<file path="src/rtl/fifo_ram.sv">
// fifo_ram: FIFO storage array with one synchronous write port and one combinational read port
module fifo_ram #(
   parameter int WIDTH = 8,
   parameter int DEPTH = 4
) (
   input  logic             clk,
   input  logic             rst,
   input  logic             wr_en,
   input  logic [DEPTH-1:0] wr_addr,
   input  logic [DEPTH-1:0] rd_addr,
   input  logic [WIDTH-1:0] wr_data,
   output logic [WIDTH-1:0] rd_data
);
   localparam int N = 1 << DEPTH;
   logic [WIDTH-1:0] mem_q [N];
   logic [WIDTH-1:0] mem_d [N];
   always_comb begin
      for (int i = 0; i < N; i++)
         mem_d[i] = (wr_en && wr_addr == DEPTH'(i)) ? wr_data : mem_q[i];
   end
   always_ff @(posedge clk) begin
      for (int i = 0; i < N; i++)
         mem_q[i] <= rst ? '0 : mem_d[i];
   end
   assign rd_data = mem_q[rd_addr];
endmodule

</file>
<file path="config.mk">
export PLATFORM = sky130hd
export DESIGN_NAME = fifo_ram
export DESIGN_NICKNAME = d
export VERILOG_FILES = /design/src/rtl/fifo_ram.sv
export SDC_FILE = /design/constraint.sdc
export NUM_CORES = 1
export LEC_CHECK = 0
export CAP_MARGIN = 20
export CORE_ASPECT_RATIO = 0.9
export CORE_MARGIN = 4
export CORE_UTILIZATION = 50
export CTS_CLUSTER_SIZE = 25
export DETAILED_ROUTE_END_ITERATION = 16
export PLACE_DENSITY = 0.68
export SYNTH_ARGS = -nofsm -noshare
export SYNTH_HDL_FRONTEND = slang
export SYNTH_SLANG_ARGS = --single-unit
</file>
<file path="constraint.sdc">
create_clock -name clk -period 2.4 [get_ports clk]
set_input_delay 0.6 -clock clk [delete_from_list [all_inputs] [get_ports clk]]
set_output_delay 0.6 -clock clk [all_outputs]
set_load 0.02 [all_outputs]
</file>
## Word-level counts from Yosys, hierarchy flattened

Memory sizes are Yosys's and may differ from the RTL's.
Index checks and enable logic that the tools add are counted.

| storage, ports and cells | value |
|---|---|
| output and inout port bits | 8 |
| memories kept | 1 |
| register bits after elaboration | 0 |
| bits in writable memories | 128 |
| logic and storage cells | 81 |

Memory list:

| name | words | bits a word | read ports | clocked after Yosys merged registers in | write ports | line | text |
|---|---|---|---|---|---|---|---|
| mem_q | 16 | 8 | 1 | 0 | 16 | 15 | `logic [WIDTH-1:0] mem_q [N];` |

| cells by class | value |
|---|---|
| reduce and logical (&&, ||, !) cells | 17 |
| multiplexer cells | 32 |
| equality and inequality tests | 31 |

Operator list:

| operator | number |
|---|---|
| $mux W8 | 32 |
| $eq A4 B4 Y1 const B | 8 |
| $ne A2 B2 Y1 const B | 16 |
| $eq A4 B3 Y1 const B | 4 |
| $logic_and A1 B1 Y1 | 16 |
| $eq A4 B2 Y1 const B | 2 |
| $eq A4 B1 Y1 const B | 1 |
| $logic_not A4 Y1 | 1 |

## Longest topological paths before layout

| logic depth | value |
|---|---|
| depth in word-level cells | 4 |
| depth in mapped cells | 5 |

## Worst setup path after synthesis

OpenSTA, ideal clock, no wires.

| timing path | value |
|---|---|
| kind | in2out |
| start point | input port rd_addr[0] |
| end point | output port rd_data[2] |
| required time | 1.800 ns |
| cell stages on the path | 5 |
| buffers on the path | 2 |
| arrival time | 1.729 ns |
| slack | 0.071 ns |
| cells stage by stage | buf_6 > buf_6 > mux4_1 > a22oi_1 > nand2_1 |

| on the way | value |
|---|---|
| word-level cells in the longest chain between the ends | 1 |

Ends and longest elaborated chain:

| item | line | text |
|---|---|---|
| start: declaration | 10 | `input logic [DEPTH-1:0] rd_addr,` |
| $mem_v2 Z16 W8 | - |  |
| end: declaration | 12 | `output logic [WIDTH-1:0] rd_data` |

Every way passes these cells.

## Worst setup path after layout

| timing path | value |
|---|---|
| start point | input port rd_addr[0] |
| end point | output port rd_data[5] |

The elaborated chain is that of the path after synthesis.

==> results_dict.tcl <==
set metrics [dict create \
    outcome "complete, but fails checks" \
    violations "setup timing" \
    dp_hpwl_microns 6360 \
    fin_ws_ns -0.0486 \
    grt_pass1_wl_microns 17200 \
    worstPathArrival_ns 1.85 \
    avgSynthCellArea_sq_um 21.7 \
    cts_root_buf "clkbuf_16" \
    grt.total_usage_pct 20.0 \
    first_pass_iters 5 \
    grt-ovfl-total 0 \
    crit_start "rd_addr[0]" \
    hp-start "wr_data[2]" \
    vias 2609 \
    cp_max_fo 6 \
    min_period_ns 2.45 \
    yosysWarnings 0 \
    synth_area_sq_um 5130 \
    antenna_cells 0 \
    slew_viol_final 0 \
    drv_cap 0 \
    slowest_delay_ns 0.55 \
    postRouteAntennaNets 0 \
    rsz0062_at_grt "yes" \
    peakVddDrop_mv 0.623 \
    finalHoldViolCount 0 \
    synth-seq-cells 128 \
    cts_sinks 128 \
    drt-initial-drc-count 244 \
    synth_fp_nets 255 \
    fill_cells 642 \
    vias_per_cell 6.00 \
    crit_type "input pin to output port" \
    finalHoldWorstSlack_ns 0.918 \
    die_area_sq_um 11900 \
    holdCritPathClass "input pin to register" \
    clkTransAtPathRegs_ns 0.05 \
    port_buffers 26 \
    path_cells "buf_16 -> buf_8 -> mux4_2 -> a22oi_2 -> nand2_1 -> buf_6" \
    die_w_microns 115 \
    htreeDepth 4 \
    place_congestion 0.740 \
    dp_cells 394 \
    holdPathEnd "mem_q[6][2]" \
    crit_slowest_cell "mux4_2" \
    synthDistinctLibCells 19 \
    postSynthCellCount 236 \
    drt-total-wl_microns 11000 \
    finalInstanceArea_sq_um 6440 \
    clock_path_buffers 2 \
    holdPathStages 2 \
    fmax_mhz 408 \
    grt_pass1_vias 2689 \
    largest_reg_flops 128 \
    post-route-period-util_pct 102 \
    core-area_sq_um 9830 \
    top_register "mem_q" \
    io_pins 27 \
    antenna_found_initial 0 \
    endpoint_kind "output port" \
    place_area_sq_um 5690 \
    area_delta_synth_final_pct 25.6 \
    cp_data_required_time_ns 1.80 \
    drc 0 \
    initial_core_util_pct 52.2 \
    grt_start_max_net_pins 17 \
    detail_route.wl_per_cell_microns 25.3 \
    worst_pin_slew_ns 1.00 \
    total_power_mw 5.64 \
    fin_cells 435 \
    p_per_area_nw_per_um2 876 \
    cts_tree "yes" \
    top_regs "mem_q x128" \
    leakage_nw 2.27 \
    drive_above_1_share_pct 38.8 \
    ys_seq_area_share_pct 75.0 \
    numCtsBuffers 17 \
    die_y_microns 104 \
    setup_viol 6 \
    num-nets-final 316 \
    finalSetupTns_ns -0.166 \
    slew_headroom_pct 33.0 \
    rows 34 \
    start_kind "input pin" \
]
==> routing by layer <==
metal | up-vias | share of wire, % | track usage [%]
met2 | 111 | 49 | 30.2
met1 | 1361 | 44 | 29.8
met4 | 0 | 0.82 | 4.02
met5 | - | 0 | 0
met3 | 11 | 6.6 | 5.64
li1 | 1126 | - | -
==> cell type report <==
cell class              count  area (sq um)  share of cell area, %
flip-flops and latches    128          3840                   59.7
clock buffers              18           429                   6.66
repair buffers             55           683                   10.6
well taps                 126           158                   2.45
multi-input cells          95          1210                   18.8
clock inverters            13           115                   1.79
==> worst max-delay path: cells and delay by family <==
kind | cells | cell delay [ns]
simple gates | 1 | 0.09
mux | 1 | 0.55
buf+inv | 3 | 0.39
compound gates | 1 | 0.21
==> how the worst max path moves through the flow <==
stage / to / slack, ns / depth (start not counted)
after floorplan: rd_data[2] / 0.07 / 5
after global placement: rd_data[7] / -0.80 / 6
after detailed placement: rd_data[0] / -0.86 / 5
after CTS: rd_data[7] / -0.06 / 6
after global routing: rd_data[0] / -0.1 / 6
final: rd_data[5] / -0.05 / 6
==> power breakdown <==
group	switching (mW)	internal (mW)	total [mW]	leakage (nW)
clock	0.918	1.42	2.34	0.260
combinational	0.288	0.285	0.573	0.764
sequential	0.0518	2.68	2.73	1.24
==> cells in the final DEF, fill, tap and decap left out, drive strengths merged, types with 6 or more instances in the layout <==
master	count
mux4	32
nor2b	12
nor2	6
a31o	6
a22oi	16
nand2	9
clkbuf	18
clkinv	6
clkdlybuf4s50	14
edfxtp	128
a21o	7
buf	39
==> metrics by stage <==
step | setup WS (ns) | utilization [%]
finish | -0.0486 | 65.5
global route | -0.0982 | 65.5
CTS | -0.0623 | 65.0
detailed placement | -0.862 | 57.9
global placement | -0.800 | 57.9
floorplan | 0.0708 | -
==> cells in the mapped netlist <==
library cell | n | area, sq um
a21o_1 | 7 | 52.6
mux4_1 | 14 | 368
buf_6 | 3 | 33.8
buf_4 | 1 | 7.51
and2_1 | 1 | 6.26
clkdlybuf4s25_2 | 3 | 30.0
nor2b_1 | 12 | 75.1
and2b_1 | 1 | 7.51
and3_1 | 1 | 6.26
edfxtp_1 | 128 | 3840
nand2b_1 | 1 | 6.26
nand2_1 | 9 | 33.8
mux4_2 | 18 | 405
nor2_1 | 6 | 22.5
a22oi_1 | 16 | 120
a41o_1 | 3 | 30.0
clkbuf_1 | 3 | 11.3
a31o_2 | 6 | 52.6
buf_2 | 3 | 15.0
==> kinds of logic (layout without fill, tap and decap cells) <==
family,Yosys count,after routing,synth area share (%)
buf+inv,13,86,1.90
compound gates,32,32,4.98
simple gates,31,31,3.07
flops,128,128,75.0
mux,32,32,15.1
==> timing repair <==
| action | in CTS | in global routing |
|---|---|---|
| endpoints found under the setup margin | 8 | 8 |
| hold buffers | 0 | 0 |
| gates resized for setup | 90 | 4 |
| gates cloned | 4 | 0 |
| buffers inserted | 1 | 0 |
| pin swaps | 16 | 1 |
Power figures use the tool's default switching activity.
